$ cat config.mk
export PLATFORM = sky130hd
export DESIGN_NAME = ebus_cycle_seq
export DESIGN_NICKNAME = d
export VERILOG_FILES = /design/src/rtl/ebus_cycle_seq_pkg.sv /design/src/rtl/ebus_cycle_seq_wait_ctr.sv /design/src/rtl/ebus_cycle_seq.sv
export SDC_FILE = /design/constraint.sdc
export NUM_CORES = 1
export LEC_CHECK = 0
export ABC_AREA = 1
export CAP_MARGIN = 10
export CORE_MARGIN = 2
export CORE_UTILIZATION = 40
export DETAILED_ROUTE_END_ITERATION = 8
export GPL_TIMING_DRIVEN = 0
export PLACE_DENSITY = 0.75
export SLEW_MARGIN = 40
export SYNTH_ARGS = -nofsm -noshare
export SYNTH_HDL_FRONTEND = slang
export SYNTH_SLANG_ARGS = --single-unit
export TNS_END_PERCENT = 1
$ cat constraint.sdc
create_clock -name clk -period 1.8 [get_ports clk]
set_input_delay 0.27 -clock clk [delete_from_list [all_inputs] [get_ports clk]]
set_output_delay 0.27 -clock clk [all_outputs]
set_load 0.005 [all_outputs]
$ cat src/rtl/ebus_cycle_seq_pkg.sv
// ebus_cycle_seq_pkg: shared backplane types for the EBUS master cycle sequencer
//   tSeqState   - sequencer state encoding
//   FCN_*       - EBUS function codes
//   tEBUSdriver - one master's driver slot into the EBUS data mux
package ebus_cycle_seq_pkg;

    typedef enum logic [2:0] {
        ST_IDLE,
        ST_SETUP,
        ST_DEMAND,
        ST_RELEASE,
        ST_RECOVER
    } tSeqState;

    localparam logic [2:0] FCN_CONO  = 3'd0;
    localparam logic [2:0] FCN_CONI  = 3'd1;
    localparam logic [2:0] FCN_DATAO = 3'd2;
    localparam logic [2:0] FCN_DATAI = 3'd3;

    // data uses KL bit numbering: bit 0 is the MSB
    typedef struct packed {
        logic        driving;
        logic [0:35] data;
    } tEBUSdriver;

endpackage

$ cat src/rtl/ebus_cycle_seq_wait_ctr.sv
// ebus_wait_ctr: loadable 8-bit down-counter timing SETUP, DEMAND timeout and RECOVER
//   clk, crobar_l - clock, async active-low reset
//   i_load, i_val - load i_val (wins over counting)
//   o_last        - count is 1: the current cycle is the final one of the phase
module ebus_wait_ctr (
    input  logic       clk,
    input  logic       crobar_l,
    input  logic       i_load,
    input  logic [7:0] i_val,
    output logic       o_last
);
    logic [7:0] r_cnt;

    always_ff @(posedge clk or negedge crobar_l)
        if (!crobar_l)
            r_cnt <= '0;
        else if (i_load)
            r_cnt <= i_val;
        else if (r_cnt != 8'd0)
            r_cnt <= r_cnt - 8'd1;

    assign o_last = r_cnt == 8'd1;
endmodule

$ cat src/rtl/ebus_cycle_seq.sv
// ebus_cycle_seq: EBUS master cycle sequencer (IDLE -> SETUP -> DEMAND -> RELEASE -> RECOVER)
//   clk, crobar_l                    - clock, async active-low reset
//   req_valid/req_ready              - request handshake; ready only in IDLE
//   req_write/cs/fcn/wdata           - cycle to run, latched on accept
//   rsp_valid/rsp_rdata/rsp_timeout  - one-cycle completion pulse in RELEASE
//   ebus_cs/ebus_fcn/ebus_demand     - bus address/function/strobe
//   EBUSdriver                       - write-data driver slot for the bus mux
//   ebus_xfer/ebus_data              - device acknowledge and resolved bus data
module ebus_cycle_seq
    import ebus_cycle_seq_pkg::*;
#(
    parameter int SETUP_CYC   = 2,
    parameter int TIMEOUT_CYC = 255,
    parameter int RECOV_CYC   = 1
) (
    input  logic        clk,
    input  logic        crobar_l,
    input  logic        req_valid,
    output logic        req_ready,
    input  logic        req_write,
    input  logic [6:0]  req_cs,
    input  logic [2:0]  req_fcn,
    input  logic [0:35] req_wdata,
    output logic        rsp_valid,
    output logic [0:35] rsp_rdata,
    output logic        rsp_timeout,
    output logic [6:0]  ebus_cs,
    output logic [2:0]  ebus_fcn,
    output logic        ebus_demand,
    output tEBUSdriver  EBUSdriver,
    input  logic        ebus_xfer,
    input  logic [0:35] ebus_data
);
    tSeqState    r_state;
    logic        r_ready;
    logic        r_write;
    logic        r_rsp_valid;
    logic        r_timeout;
    logic [0:35] r_rdata;
    logic [6:0]  r_cs;
    logic [2:0]  r_fcn;
    logic        r_demand;
    tEBUSdriver  r_drv;
    logic        w_load;
    logic [7:0]  w_val;
    logic        w_last;

    // the counter is reloaded on every phase entry, so o_last marks each phase's final cycle
    assign w_load = (r_state == ST_IDLE && req_valid) || (r_state == ST_SETUP && w_last) ||
                    r_state == ST_RELEASE;
    assign w_val  = r_state == ST_IDLE  ? 8'(SETUP_CYC) :
                    r_state == ST_SETUP ? 8'(TIMEOUT_CYC) : 8'(RECOV_CYC);

    ebus_wait_ctr u_wait_ctr (
        .clk      (clk),
        .crobar_l (crobar_l),
        .i_load   (w_load),
        .i_val    (w_val),
        .o_last   (w_last)
    );

    always_ff @(posedge clk or negedge crobar_l)
        if (!crobar_l) begin
            r_state     <= ST_IDLE;
            r_ready     <= 1'b1;
            r_write     <= 1'b0;
            r_rsp_valid <= 1'b0;
            r_timeout   <= 1'b0;
            r_rdata     <= '0;
            r_cs        <= '0;
            r_fcn       <= '0;
            r_demand    <= 1'b0;
            r_drv       <= '0;
        end else begin
            r_rsp_valid <= 1'b0;
            case (r_state)
                ST_IDLE:
                    if (req_valid) begin
                        r_state      <= ST_SETUP;
                        r_ready      <= 1'b0;
                        r_write      <= req_write;
                        r_cs         <= req_cs;
                        r_fcn        <= req_fcn;
                        r_drv.driving <= req_write;
                        r_drv.data   <= req_write ? req_wdata : '0;
                    end
                ST_SETUP:
                    if (w_last) begin
                        r_state  <= ST_DEMAND;
                        r_demand <= 1'b1;
                    end
                ST_DEMAND:
                    // XFER in the final timeout cycle still completes normally
                    if (ebus_xfer || w_last) begin
                        r_state     <= ST_RELEASE;
                        r_demand    <= 1'b0;
                        r_rsp_valid <= 1'b1;
                        r_timeout   <= !ebus_xfer;
                        r_rdata     <= (ebus_xfer && !r_write) ? ebus_data : '0;
                    end
                ST_RELEASE: begin
                    r_state   <= (RECOV_CYC == 0) ? ST_IDLE : ST_RECOVER;
                    r_ready   <= RECOV_CYC == 0;
                    r_timeout <= 1'b0;
                    r_cs      <= '0;
                    r_fcn     <= '0;
                    r_drv     <= '0;
                end
                ST_RECOVER:
                    if (w_last) begin
                        r_state <= ST_IDLE;
                        r_ready <= 1'b1;
                    end
                default: begin
                    r_state <= ST_IDLE;
                    r_ready <= 1'b1;
                end
            endcase
        end

    assign req_ready   = r_ready;
    assign rsp_valid   = r_rsp_valid;
    assign rsp_rdata   = r_rdata;
    assign rsp_timeout = r_timeout;
    assign ebus_cs     = r_cs;
    assign ebus_fcn    = r_fcn;
    assign ebus_demand = r_demand;
    assign EBUSdriver  = r_drv;
endmodule

==> summary.txt, run 1 <==
Run status
  – Status: finished, final reports clean

Global routing
  – GRT Overall Usage: 20.5%
  – GRT Residual Overflow: 0
  – Initial antenna violation count: 0
  – First-pass GRT wire length: 18700 microns
  – GRT met1 Usage: 25.8%
  – Largest net degree at the start of global routing: 52
  – Vias in the first global route: 3836
  – Grt met2 use: 34.7%
  – Grt met3 use: 6.75%
  – Grt peak-use layer: met2

Pwr
  – Leakage: 3.11 nW
  – Internal power: 3.58 mW
  – Gate power share: 8.5%
  – Clock network power share: 40.9%
  – Peak supply drop: 0.000332 V
  – Switching share of total power: 20.1%
  – Net Sw Power: 0.903 mW
  – Sequential Power Share: 50.6%
  – Power density over the cells: 696 nW/um^2

CTS
  – TritonCTS Buffers: 9
  – Sinks on Clock Net: 99
  – CTS H-tree depth: 3
  – CTS max path bufs: 2
  – Reg clk slew, reported paths: 0.10 ns
  – Clk_lat worst skew: 0.35 ns
  – CTS tree: yes
  – CTS root buf: clkbuf_8

Critical path
  – Critical Path End Type: primary output
  – Critical path cell sequence: clkdlybuf4s50_1
  – Worst Setup Start Kind: register
  – Slowest-stage cell, CP: dfstp_2
  – Largest stage delay, worst path: 0.54 ns
  – Critical-path maximum fanout: 2
  – Critical path type: register to primary output
  – CP top delay family: flip-flops
  – Crit path buf inv count: 1
  – Critical Path AT: 1.38 ns
  – CP required: 1.53 ns

STA
  – Clk_skew: 0.0122 ns
  – Actual slew at the worst max-slew pin: 0.467 ns
  – Setup TNS: 0 ns
  – Final count of negative-setup-slack endpoints: 0
  – Max_slew headroom: 68.9%
  – Peak Freq: 605 MHz
  – RSZ-0062 raised after global routing: no
  – Crit share post-route: 91.8%
  – Min Tclk post-route: 1.65 ns
  – Max Slew Vio Count: 0
  – Hold Slack: 0.337 ns
  – Post-route setup slack: 0.148 ns
  – Final Hold Viols: 0

Synthesis
  – Cells after Synth: 457
  – Post-synth ARST share: 100%
  – Number of synthesized flops with an enable pin: 0
  – Sequential fraction of the synthesis area: 58.5%
  – Ys flop type: dfrtp_1
  – FF+latch count, synth: 99
  – Mapped cell area: 4240 sq um
  – Yosys warns: 0
  – Post-synth top area cell: dfrtp_1
  – Yosys cell types: 26
  – Top cells by area, synth: dfrtp_1 (58%), nand2_1 (16%), nand3_1 (6.9%), nand3_2 (4.7%), a22o_1 (2.1%)
  – Syn_nets: 547
  – Post-synthesis area per instance: 9.27 sq um
  – Yosys top cell area share: 57.9%

Layout
  – Layout cells sized above 1: 10.4%
  – Most frequent cells in the layout: nand2_1 (182), clkdlybuf4s50_1 (171), dfrtp_1 (98)
  – Most common cell after layout, fill and taps aside: nand2_1
  – Fin nets: 732
  – Post-layout util: 62.5%
  – Area growth from synthesis to layout: 52.3%
  – Final cell count without fillers: 782
  – Ant. Diodes: 0

Detailed routing
  – Final wirelength: 11500 microns
  – Antenna Nets Post-Route: 0
  – DR vias: 3804
  – # DRC: 0
  – Initial DRC Count: 235
  – Initial DRT Pass Iterations: 4
  – Via density: 4.86
  – Avg WL per Cell: 14.7 microns

Place
  – DP Cell Count: 766
  – IO Port Bufs: 172
  – RD Place Congestion: 0.823
  – Detail Placement HPWL: 8600 microns
  – Pre-CTS WS: -0.293 ns

Floorplanning
  – Row cnt: 37
  – Die Span X: 107 microns
  – Core ar.: 10300 sq um
  – IO Count: 174
  – Die area: 11400 sq um
  – Initial cell density of the core: 41.0%
  – Die Y: 107 microns

Min path
  – Worst hold path class: primary input to register

Job
  – Max-cap violations: 0
## sequential cells by signal, indices dropped and copies added, names as in the netlist
register          count
EBUSdriver           37
rsp_rdata            36
u_wait_ctr.r_cnt      8
ebus_cs               7
ebus_fcn              3
r_state               3
ebus_demand           1
r_write               1
req_ready             1
rsp_timeout           1
rsp_valid             1
## power by group through the flow
stage                     Combinational, mW  Sequential [mW]  Clock, mW
after floorplan                      0.0531             2.32          0
after global placement                0.370             2.31          0
after detailed placement              0.385             2.31          0
after CTS                             0.388             2.27       1.88
after global routing                  0.416             2.27       1.95
final                                 0.383             2.27       1.83
## cell type report
type | instances | area (sq um)
plain buffers | 24 | 155
clock buffers | 10 | 138
clock inverters | 5 | 125
fillers | 876 | 3870
inverters | 18 | 67.6
multi-input cells | 316 | 1550
flip-flops and latches | 99 | 2480
well taps | 136 | 170
repair buffers | 174 | 1760
## synth_stat cells (all sizes together), types with 2 or more instances
cell type and number:
nand4 3, buf 17, nor2 20, xor2 2
xnor2 2, a31oi 2, o21ai 5, clkbuf 7
nand2 183, ha 3, nand3 78, dfrtp 98
a22o 10, inv 18, a21oi 5
## routing by layer
metal	vias up	wire (microns)	part of all wire [%]
li1	1836	-	-
met1	1803	4970	43
met2	161	5420	47
met3	4	1040	9.0
met4	0	56	0.49
met5	-	0	0
## through the flow
stage          instance area, sq um  total power, mW
3_3_place_gp                   6130             2.68
5_1_grt                        6450             4.64
3_5_place_dp                   6160             2.70
6_report                       6450             4.49
2_1_floorplan                  4240             2.37
4_1_cts                        6430             4.53
## cell families after synthesis
kind of cell | Yosys count | share of synthesized area (%)
buffers and inverters | 42 | 5.08
xor gates and xnor gates | 4 | 0.827
DFF | 99 | 58.5
AOI/OAI and AO/OA | 22 | 3.54
adders and majority gates | 3 | 0.886
and+or+nand+nor | 287 | 31.2
## repair_timing
item	CTS	global route
setup endpoints to repair	0	42
buffers inserted	0	0
hold buffers	1	0
gates resized for setup	0	6
endpoints found under the hold margin	47	0
## path summary, 6_finish.rpt
path                                   to           startpoint  slack (ns)  cells after the start
setup / recovery                req_ready            req_ready        0.15                      1
min in group asynchronous    rsp_rdata[8]             crobar_l        0.39                      2
hold reg to reg                 req_ready            req_ready        0.46                      2
max in group asynchronous   EBUSdriver[1]             crobar_l        0.82                      3
setup reg to reg             rsp_rdata[6]  u_wait_ctr.r_cnt[1]        0.19                     10
hold / removal             EBUSdriver[32]            req_write        0.34                      3
(Power assumes the default switching activity.)
==> run 2, diff against run 1 <==
--- a/config.mk
+++ b/config.mk
@@ -7,11 +7,13 @@
 export LEC_CHECK = 0
 export ABC_AREA = 1
 export CAP_MARGIN = 10
+export CELL_PAD_IN_SITES_DETAIL_PLACEMENT = 2
+export CELL_PAD_IN_SITES_GLOBAL_PLACEMENT = 2
 export CORE_MARGIN = 2
-export CORE_UTILIZATION = 40
+export CORE_UTILIZATION = 24
 export DETAILED_ROUTE_END_ITERATION = 8
 export GPL_TIMING_DRIVEN = 0
-export PLACE_DENSITY = 0.75
+export PLACE_DENSITY_LB_ADDON = 0.1
 export SLEW_MARGIN = 40
 export SYNTH_ARGS = -nofsm -noshare
 export SYNTH_HDL_FRONTEND = slang
==> summary.txt, run 2 (synthesis gave the netlist of run 1 again) <==
Floorplanning
  – IO Count: 174
  – Initial cell density of the core: 24.5%
  – Die Span X: 137 microns
  – Core ar.: 17300 sq um
  – Die Y: 137 microns
  – Row cnt: 48
  – Die area: 18700 sq um

Critical path
  – Critical-path maximum fanout: 10
  – Setup slack, reg-to-reg: 0.16 ns
  – R2R depth: 7
  – Critical path cell sequence: clkdlybuf4s50_1, inv_1, nor2_2, clkbuf_1, nand3_1, nand2_1
  – Crit path buf inv count: 3
  – WP depth: 6
  – Crit path capture: rsp_rdata[9]
  – CP Launch Point: ebus_xfer
  – CP top delay family: buffers and inverters
  – Worst Setup Start Kind: primary input
  – Critical path type: primary input to register
  – Critical Path End Type: register
  – RR Startpoint: r_state[0]
  – Critical Path AT: 1.92 ns
  – Worst reg2reg endpoint: EBUSdriver[20]
  – CP required: 2.08 ns
  – Slowest-stage cell, CP: clkdlybuf4s50_1
  – Largest stage delay, worst path: 0.53 ns

Min path
  – Worst hold path depth: 3
  – Worst hold path class: primary input to register

Pwr
  – Power density over the cells: 722 nW/um^2
  – Peak supply drop: 0.000436 V
  – Leakage: 3.13 nW

STA
  – Actual slew at the worst max-slew pin: 0.505 ns
  – Peak Freq: 610 MHz
  – RSZ-0062 raised after global routing: yes
  – Max_slew headroom: 66.3%
  – Clk_skew: 0.00588 ns
  – Crit share post-route: 91.1%
  – Min Tclk post-route: 1.64 ns
  – Setup TNS: 0 ns
  – Final count of negative-setup-slack endpoints: 0
  – Post-route setup slack: 0.159 ns
  – Max Slew Vio Count: 0
  – Final Hold Viols: 0

Layout
  – Fin nets: 732
  – Max reg flops: 37
  – Fillers: 1908
  – Area growth from synthesis to layout: 56.1%
  – Ant. Diodes: 0
  – Design area: 6620 sq um
  – Most common cell after layout, fill and taps aside: nand2_1
  – Layout cells sized above 1: 10.4%
  – Most frequent cells in the layout: nand2_1 (182), clkdlybuf4s50_1 (171), dfrtp_1 (98)

Place
  – Detail Placement HPWL: 10600 microns
  – IO Port Bufs: 172
  – Placed Area: 6270 sq um
  – Pre-CTS WS: -0.425 ns
  – RD Place Congestion: 0.723

Global routing
  – Initial antenna violation count: 0
  – Largest net degree at the start of global routing: 55
  – GRT Residual Overflow: 0
  – Vias in the first global route: 4309
  – GRT Overall Usage: 15.8%
  – First-pass GRT wire length: 22700 microns

CTS
  – CTS root buf: clkbuf_16
  – TritonCTS Buffers: 9
  – CTS H-tree depth: 3
  – CTS tree: yes
  – Sinks on Clock Net: 99
  – Reg clk slew, reported paths: 0.07 ns
  – # Post-CTS Setup Buffers: 0
  – Clk_lat worst skew: 0.35 ns
  – CTS max path bufs: 2

Job
  – Max-cap violations: 0

Detailed routing
  – Avg WL per Cell: 16.3 microns
  – Initial DRT Pass Iterations: 4
  – DR vias: 3860
  – Via density: 4.43
  – Final wirelength: 14200 microns
  – Antenna Nets Post-Route: 0
  – Initial DRC Count: 124
  – # DRC: 0

Run status
  – Status: finished, final reports clean
==> run 2: cell count changes in the layout (fill, tap and decap cells not counted), moves of 2 or more <==
| cell | delta |
|---|---|
| clkbuf_4 | -2 |
| clkinvlp_4 | +2 |
| clkbuf_16 | +9 |
| bufinv_16 | -2 |
| clkbuf_8 | -9 |
==> run 2: stage by stage <==
step	util [%]	std cells	hold WS (ns)	total power, mW
after floorplan	-	457	-0.0256	2.37
after global routing	38.2	871	0.424	4.99
final	38.2	871	0.390	4.78
after global placement	36.1	854	0.450	2.70
after CTS	38.2	871	0.401	4.88
after detailed placement	36.3	855	0.199	2.71
==> run 2: what timing repair did <==
action,in CTS,in global routing
endpoints found under the hold margin,45,0
setup endpoints to repair,9,51
gates resized for setup,2,3
hold buffers,1,0
cloned,0,0
==> run 2: worst min-delay path by stage <==
stage | startpoint | slack (ns) | endpoint
6_report | req_write | 0.39 | EBUSdriver[33]
5_1_grt | crobar_l | 0.42 | rsp_rdata[6]
4_1_cts | req_write | 0.40 | EBUSdriver[33]
3_5_place_dp | crobar_l | 0.20 | rsp_rdata[6]
3_3_place_gp | req_ready | 0.45 | req_ready
2_1_floorplan | crobar_l | -0.03 | EBUSdriver[0]
==> run 2: worst register-to-register path, stage by stage, from the launching register on <==
cell and delay [ns]:
dfrtp_1 0.42, nor2_2 0.25, nand3_2 0.15, inv_1 0.10
buf_4 0.19, buf_2 0.24, nand3_1 0.12, nand2_1 0.10
==> run 2: report_power, final <==
group	switching, mW	internal, mW	total, mW
Sequential	0.0166	2.25	2.27
Combinational	0.150	0.239	0.389
Clock	0.867	1.25	2.12
Total	1.03	3.74	4.78
==> run 2: layout make-up <==
class	instances	area, sq um	area share, %
well taps	225	282	4.26
clock buffers	11	243	3.67
repair buffers	174	1760	26.7
clock inverters	4	75.1	1.13
flip-flops and latches	99	2480	37.5
inverters	18	67.6	1.02
plain buffers	24	153	2.31
multi-input cells	316	1550	23.5
==> run 2: layer usage <==
layer / wire length (microns) / global-route usage [%] / vias to the layer above / part of all wire [%]
met1: 6100 / 19.3 / 1889 / 43
met2: 6740 / 26.1 / 125 / 47
met5: 0 / 0 / - / 0
met3: 1180 / 5.04 / 11 / 8.3
met4: 215 / 5.67 / 0 / 1.5
li1: - / - / 1835 / -
